==> src/rtl/irq_pkg.sv <==
`default_nettype none
// +--------------------------------------------------------------------------+
// | Package     : irq_pkg                                                    |
// | Description : Shared definitions for the interrupt sequencer: state      |
// |               encoding and the default vector-table placement, kept here |
// |               so the pipe buffer and the system register file use the    |
// |               same handler addresses.                                    |
// | Revision    : 1.0 - initial release                                      |
// +--------------------------------------------------------------------------+
package irq_pkg;

  // Sequencer states, 2-bit explicit encoding.
  typedef enum logic [1:0] {
    IDLE = 2'd0,
    REQ  = 2'd1,
    ISR  = 2'd2,
    RET  = 2'd3
  } irq_state_e;

  // Width of the serviced-source id (covers up to 16 sources).
  localparam int IRQ_ID_W = 4;

  // Vector for source 0 and log2 of the vector stride in bytes.
  localparam logic [31:0] IRQ_IHA_BASE_DEFAULT  = 32'h0000_0040;
  localparam int          IRQ_VEC_SHIFT_DEFAULT = 4;

endpackage : irq_pkg
`default_nettype wire

==> src/rtl/irq_prio_sel.sv <==
`default_nettype none
// +--------------------------------------------------------------------------+
// | Module      : irq_prio_sel                                               |
// | Description : Combinational winner select over the eligible request set. |
// |               Default build: fixed priority, lowest index wins.          |
// |               With IRQ_SEQ_RR_PRIO_EN defined: round-robin, the search   |
// |               starts at ptr+1 and wraps modulo NUM_SRC.                  |
// | Ports       : elig   - eligible requests (pending & mask)                |
// |               ptr    - last-served source (ignored in fixed mode)        |
// |               winner - selected source id, zero-extended                 |
// |               valid  - at least one eligible request                     |
// | Revision    : 1.0 - initial release                                      |
// +--------------------------------------------------------------------------+
module irq_prio_sel
  import irq_pkg::*;
#(
  parameter int NUM_SRC = 4
) (
  input  logic [NUM_SRC-1:0]  elig,
  input  logic [IRQ_ID_W-1:0] ptr,
  output logic [IRQ_ID_W-1:0] winner,
  output logic                valid
);

  assign valid = |elig;

`ifdef IRQ_SEQ_RR_PRIO_EN
  // Rank every eligible source by its distance from ptr+1 (mod NUM_SRC) and
  // keep the nearest one. The 2*NUM_SRC bias keeps the dividend positive.
  int dist;
  int best;

  always_comb begin
    winner = '0;
    dist   = 0;
    best   = NUM_SRC;
    for (int i = 0; i < NUM_SRC; i++) begin
      if (elig[i]) begin
        dist = (i + 2 * NUM_SRC - int'(ptr) - 1) % NUM_SRC;
        if (dist < best) begin
          best   = dist;
          winner = IRQ_ID_W'(i);
        end
      end
    end
  end
`else
  // The pointer only matters for round-robin; fold it into a sink here.
  logic w_ptr_unused;
  assign w_ptr_unused = ^ptr;

  // Scan high to low so the lowest set index is written last.
  always_comb begin
    winner = '0;
    for (int i = NUM_SRC - 1; i >= 0; i--) begin
      if (elig[i]) begin
        winner = IRQ_ID_W'(i);
      end
    end
  end
`endif

endmodule : irq_prio_sel
`default_nettype wire

==> src/rtl/irq_sequencer.sv <==
`default_nettype none
// +--------------------------------------------------------------------------+
// | Module      : irq_sequencer                                              |
// | Description : Interrupt controller for the pipe buffer IRQ / return path.|
// |               Captures rising edges on NUM_SRC lines into pending,       |
// |               masks them, grants one source, drives IRQ/IHA/IRA and      |
// |               tracks the (non-nested) handler until sysRetIn.            |
// | Ports       : clk, rst (sync, active-low)                                |
// |               irqSrc   - raw interrupt lines, rising edge requests       |
// |               maskWrEn / maskIn - mask register write (1 = enabled)      |
// |               pcIn     - resume PC, latched into IRA on grant            |
// |               flushIn  - pipe buffer flush (blocks grant / acks IRQ)     |
// |               sysRetIn - system return from the handler                  |
// |               IRQ, IHA, IRA, irqId, inIsr, pending - registered outputs  |
// | Options     : IRQ_SEQ_RR_PRIO_EN - round-robin selection with a          |
// |               last-served pointer; undefined = fixed lowest-index        |
// | Revision    : 1.0 - initial release                                      |
// +--------------------------------------------------------------------------+
module irq_sequencer
  import irq_pkg::*;
#(
  parameter int                   NUM_SRC   = 4,
  parameter int                   BIT_WIDTH = 32,
  parameter logic [BIT_WIDTH-1:0] IHA_BASE  = BIT_WIDTH'(IRQ_IHA_BASE_DEFAULT),
  parameter int                   VEC_SHIFT = IRQ_VEC_SHIFT_DEFAULT
) (
  input  logic                 clk,
  input  logic                 rst,
  input  logic [NUM_SRC-1:0]   irqSrc,
  input  logic                 maskWrEn,
  input  logic [NUM_SRC-1:0]   maskIn,
  input  logic [BIT_WIDTH-1:0] pcIn,
  input  logic                 flushIn,
  input  logic                 sysRetIn,
  output logic                 IRQ,
  output logic [BIT_WIDTH-1:0] IHA,
  output logic [BIT_WIDTH-1:0] IRA,
  output logic [IRQ_ID_W-1:0]  irqId,
  output logic                 inIsr,
  output logic [NUM_SRC-1:0]   pending
);

  irq_state_e             state_q, state_d;
  logic [NUM_SRC-1:0]     src_prev_q;
  logic [NUM_SRC-1:0]     pending_q, pending_d;
  logic [NUM_SRC-1:0]     mask_q, mask_d;
  logic                   irq_q, irq_d;
  logic                   in_isr_q, in_isr_d;
  logic [BIT_WIDTH-1:0]   iha_q, iha_d;
  logic [BIT_WIDTH-1:0]   ira_q, ira_d;
  logic [IRQ_ID_W-1:0]    irq_id_q, irq_id_d;

  logic [NUM_SRC-1:0]     w_edge;
  logic [NUM_SRC-1:0]     w_elig;
  logic [NUM_SRC-1:0]     w_clr;
  logic [IRQ_ID_W-1:0]    w_winner;
  logic [IRQ_ID_W-1:0]    w_ptr;
  logic                   w_valid;
  logic                   w_ack;
  logic [BIT_WIDTH-1:0]   w_iha_grant;

  assign w_edge = irqSrc & ~src_prev_q;
  assign w_elig = pending_q & mask_q;
  assign mask_d = maskWrEn ? maskIn : mask_q;

  // Vector address; overflow past BIT_WIDTH is intentionally dropped.
  assign w_iha_grant = IHA_BASE + (BIT_WIDTH'(w_winner) << VEC_SHIFT);

  // Acknowledge clears the serviced bit, but a fresh edge on the same cycle
  // re-arms it so that request is not lost.
  assign w_clr     = w_ack ? (NUM_SRC'(1) << irq_id_q) : '0;
  assign pending_d = (pending_q & ~w_clr) | w_edge;

  irq_prio_sel #(
    .NUM_SRC (NUM_SRC)
  ) u_prio_sel (
    .elig   (w_elig),
    .ptr    (w_ptr),
    .winner (w_winner),
    .valid  (w_valid)
  );

`ifdef IRQ_SEQ_RR_PRIO_EN
  // Last-served pointer; resets to NUM_SRC-1 so source 0 is searched first.
  logic [IRQ_ID_W-1:0] ptr_q, ptr_d;

  assign ptr_d = w_ack ? irq_id_q : ptr_q;

  always_ff @(posedge clk) begin
    if (!rst) begin
      ptr_q <= IRQ_ID_W'(NUM_SRC - 1);
    end else begin
      ptr_q <= ptr_d;
    end
  end

  assign w_ptr = ptr_q;
`else
  assign w_ptr = IRQ_ID_W'(NUM_SRC - 1);
`endif

  // Next-state and output logic.
  always_comb begin
    state_d  = state_q;
    irq_d    = 1'b0;
    in_isr_d = in_isr_q;
    iha_d    = iha_q;
    ira_d    = ira_q;
    irq_id_d = irq_id_q;
    w_ack    = 1'b0;

    unique case (state_q)
      IDLE: begin
        in_isr_d = 1'b0;
        // A flush means pcIn is not a valid resume point; hold off the grant.
        if (w_valid && !flushIn) begin
          state_d  = REQ;
          irq_id_d = w_winner;
          ira_d    = pcIn;
          iha_d    = w_iha_grant;
        end
      end
      REQ: begin
        // IRQ is asserted from the cycle after the grant; the pipe buffer
        // answers with a flush, which acknowledges the request.
        if (flushIn) begin
          w_ack    = 1'b1;
          in_isr_d = 1'b1;
          state_d  = ISR;
        end else begin
          irq_d = 1'b1;
        end
      end
      ISR: begin
        in_isr_d = 1'b1;
        if (sysRetIn) begin
          in_isr_d = 1'b0;
          state_d  = RET;
        end
      end
      RET: begin
        // Guard cycle so the pipe buffer can flush after the return.
        in_isr_d = 1'b0;
        state_d  = IDLE;
      end
      default: begin
        state_d = IDLE;
      end
    endcase
  end

  always_ff @(posedge clk) begin
    if (!rst) begin
      state_q    <= IDLE;
      src_prev_q <= '0;
      pending_q  <= '0;
      mask_q     <= '0;
      irq_q      <= 1'b0;
      in_isr_q   <= 1'b0;
      iha_q      <= '0;
      ira_q      <= '0;
      irq_id_q   <= '0;
    end else begin
      state_q    <= state_d;
      src_prev_q <= irqSrc;
      pending_q  <= pending_d;
      mask_q     <= mask_d;
      irq_q      <= irq_d;
      in_isr_q   <= in_isr_d;
      iha_q      <= iha_d;
      ira_q      <= ira_d;
      irq_id_q   <= irq_id_d;
    end
  end

  assign IRQ     = irq_q;
  assign IHA     = iha_q;
  assign IRA     = ira_q;
  assign irqId   = irq_id_q;
  assign inIsr   = in_isr_q;
  assign pending = pending_q;

endmodule : irq_sequencer
`default_nettype wire

==> config.mk <==
export PLATFORM = sky130hd
export DESIGN_NAME = irq_sequencer
export DESIGN_NICKNAME = d
export VERILOG_FILES = /design/src/rtl/irq_pkg.sv /design/src/rtl/irq_prio_sel.sv /design/src/rtl/irq_sequencer.sv
export SDC_FILE = /design/constraint.sdc
export NUM_CORES = 1
export LEC_CHECK = 0
export BUFFER_PORTS_ARGS = -buffer_cell sky130_fd_sc_hd__buf_4
export CELL_PAD_IN_SITES_DETAIL_PLACEMENT = 0
export CELL_PAD_IN_SITES_GLOBAL_PLACEMENT = 1
export CORE_ASPECT_RATIO = 1.75
export CORE_MARGIN = 3
export CORE_UTILIZATION = 34
export CTS_CLUSTER_SIZE = 12
export DETAILED_ROUTE_END_ITERATION = 8
export GPL_TIMING_DRIVEN = 0
export PLACE_DENSITY = 0.91
export REMOVE_ABC_BUFFERS = 1
export SYNTH_ARGS = -nofsm -noshare
export SYNTH_HDL_FRONTEND = slang
export SYNTH_SLANG_ARGS = --single-unit
==> constraint.sdc <==
create_clock -name clk -period 3.7 [get_ports clk]
set_clock_uncertainty 0.05 [all_clocks]
set_input_delay 0.37 -clock clk [delete_from_list [all_inputs] [get_ports clk]]
set_output_delay 0.37 -clock clk [all_outputs]
set_load 0.02 [all_outputs]
==> flow_metrics.env <==
export IMPL_wl_per_cell_microns=12.3
export IMPL_cts_tree="built"
export IMPL_core_area_sq_mm=0.00632
export IMPL_vias=1853
export IMPL_placed_area_sq_mm=0.00279
export IMPL_io_pins=119
export IMPL_clkSlewWorstSetupHoldPaths_ps=80
export IMPL_globalRouteMet1Util_pct=13.5
export IMPL_grt_busiest_layer="met2"
export IMPL_clock_latency_ps=300
export IMPL_setup_viol=0
export IMPL_ctsRootBufferMaster="clkbuf_8"
export IMPL_drtPass1Iterations=4
export IMPL_power_frac_clock_pct=23.9
export IMPL_vdd_ir_drop_max_v=0.000205
export IMPL_muxShareOfSynthArea_pct=2.67
export IMPL_r2r_slack_ps=1650
export IMPL_min_period_ps=2050
export IMPL_yosysMostFrequentCell="nand2_1"
export IMPL_p_leak_nw=1.25
export IMPL_worstSetupStartpointType="flop"
export IMPL_power_switching_mw=0.364
export IMPL_setup_ws_ps=1650
export IMPL_numCtsBuffers=5
export IMPL_synth_top_area_cell="dfxtp_1"
export IMPL_slew_headroom_pct=41.5
export IMPL_antenna_found_initial=0
export IMPL_synth_top_area_share_pct=45.3
export IMPL_power_internal_mw=0.841
export IMPL_synth_adder_area_share_pct=2.78
export IMPL_grt_pass1_wl_mm=7.80
export IMPL_worst_pin_slew_ps=877
export IMPL_seq_power_share_pct=51.2
export IMPL_viasPerCell=4.44
export IMPL_final_hold_viol_count=0
export IMPL_max_freq_ghz=0.488
export IMPL_power_density_mw_per_mm2=421
export IMPL_layout_nets=388
export IMPL_synth_edff_count=0
export IMPL_synth_cells=259
export IMPL_final_area_sq_mm=0.00286
export IMPL_area_delta_synth_final_pct=27.2
export IMPL_rsz0062_at_grt="no"
export IMPL_drt_iter0_drc=99
export IMPL_grt_pass1_vias=1686
export IMPL_async_flop_share_pct=0
export IMPL_dp_final_hpwl_mm=3.82
export IMPL_cts_resized=0
export IMPL_diodes=0
export IMPL_dieHeight_microns=114
export IMPL_synth_top_family_by_area="simple AND/OR/NAND/NOR gates"
export IMPL_holdBufCountCts=0
export IMPL_grt_usage_pct=13.3
export IMPL_yosysWarnings=0
export IMPL_ys_types=32
export IMPL_max_cap_viol_count=0
export IMPL_critPathArrivalTime_ps=2220
export IMPL_fp_dieArea_sq_mm=0.00768
export IMPL_die_x_microns=67.5
export IMPL_gp_congestion=0.746
export IMPL_antenna_left=0
export IMPL_tns_ps=0
export IMPL_post_cts_buffers=0
export IMPL_drt_total_wl_mm=5.12
export IMPL_fin_crit_sh_pct=55.4
export IMPL_use_met2_pct=24.5
export IMPL_synth_seq_cells=51
export IMPL_synth_area_leaders="dfxtp_1, buf_4, nand2_1"
export IMPL_final_seq_area_sq_mm=0.00102
export IMPL_multi_input_area_sq_mm=0.00100
export IMPL_synth_xor_area_share_pct=0
export IMPL_power_mw=1.20
export IMPL_final_max_slew_viol_count=0
export IMPL_yosys_top_cells_count="nand2_1, dfxtp_1, buf_4, a21oi_1, a21oi_2"
export IMPL_dp_slack_ps=1620
export IMPL_synth_simple_gate_area_share_pct=17.3
export IMPL_drc=0
export IMPL_yosysSeqAreaShare_pct=45.3
export IMPL_synth_avg_cell_area_sq_um=8.70
export IMPL_synth_flop_cell="dfxtp_1"
export IMPL_grt_max_degree=46
export IMPL_hp_class="in -> reg"
export IMPL_h_tree_depth=2
export IMPL_crit_required_ps=3870
export IMPL_p_sw_share_pct=30.2
export IMPL_synth_compound_area_share_pct=16.6
export IMPL_crit_type="reg -> reg"
export IMPL_globalRouteOverflowTotal=0
export IMPL_status="finished clean"
export IMPL_numClockSinks=51
export IMPL_syn_area_sq_mm=0.00225
export IMPL_crit_fanout=33
export IMPL_initial_core_util_pct=35.6
export IMPL_endpoint_kind="flop"
export IMPL_power_frac_comb_pct=24.9
export IMPL_clock_path_buffers=2
export IMPL_drive_above_1_share_pct=32.3
export IMPL_grtUsageMet3_pct=2.96
export IMPL_port_buffers=87
export IMPL_fp_row_count=38
export IMPL_fill_cells=655
kinds of logic (layout without fill, tap and decap cells):
logic type,count (synthesis),count (layout)
and+or+nand+nor,93,93
buffers and inverters,49,97
DFF,51,51
adders and majority gates,5,5
muxes,6,6
other,1,31
AOI/OAI and AO/OA,54,54
power by group through the flow:
stage | Combinational, mW | Clock, mW | Sequential, mW
2_1_floorplan | 0.146 | 0 | 0.664
3_3_place_gp | 0.295 | 0 | 0.628
3_5_place_dp | 0.304 | 0 | 0.629
4_1_cts | 0.304 | 0.308 | 0.617
5_1_grt | 0.331 | 0.323 | 0.622
6_report | 0.300 | 0.288 | 0.616
worst paths after layout:
| path | start | end | cells after the start |
|---|---|---|---|
| min reg2reg | IRA[0] | IRA[0] | 2 |
| max | state_q[0] | IRA[26] | 6 |
| min | irqSrc[0] | src_prev_q[0] | 2 |
| max reg2reg | state_q[0] | IRA[26] | 6 |
final cells by class:
class	instances	share of cell area [%]
timing repair buffer	87	22.8
tap	80	3.49
inverter	4	0.524
sequential	51	35.6
multi-input combinational	189	35.0
clock buffer	6	2.53
metal layers:
layer  share of wire [%]  vias up
met1                  35      826
met2                  54       86
met4                 2.5        0
met3                 8.4        9
met5                   0        -
li1                    -      932
per-stage QoR:
step	utilization (%)	hold slack, ps	std cells
after floorplan	-	405	244
after global routing	45.3	228	417
after global placement	44.1	393	411
final	45.3	232	417
after detailed placement	44.1	398	411
after CTS	45.3	215	417
critical path, cell delays in order, from the launching register on:
cell	delay, ps
dfxtp_1	350
inv_1	110
ha_1	210
nor2b_4	220
a21boi_4	740
nand2_1	120
a21oi_1	170
sequential cells by signal, indices dropped and copies added (netlist names):
register,count
IRA,32
mask_q,4
pending,4
src_prev_q,4
IHA,2
state_q,2
IRQ,1
inIsr,1
irqId,1
layout by cell type (no fill, tap or decap), types with 3 or more instances in the layout:
cell,instances
a21oi_2,12
o21ai_0,3
nand2_1,70
and2_1,4
nor2_1,10
a21oi_1,26
inv_1,3
mux2i_1,6
clkbuf_8,5
buf_4,87
conb_1,31
dfxtp_1,51
ha_1,5
nand2b_1,3
Note: power is estimated with default switching activity, not from simulation.
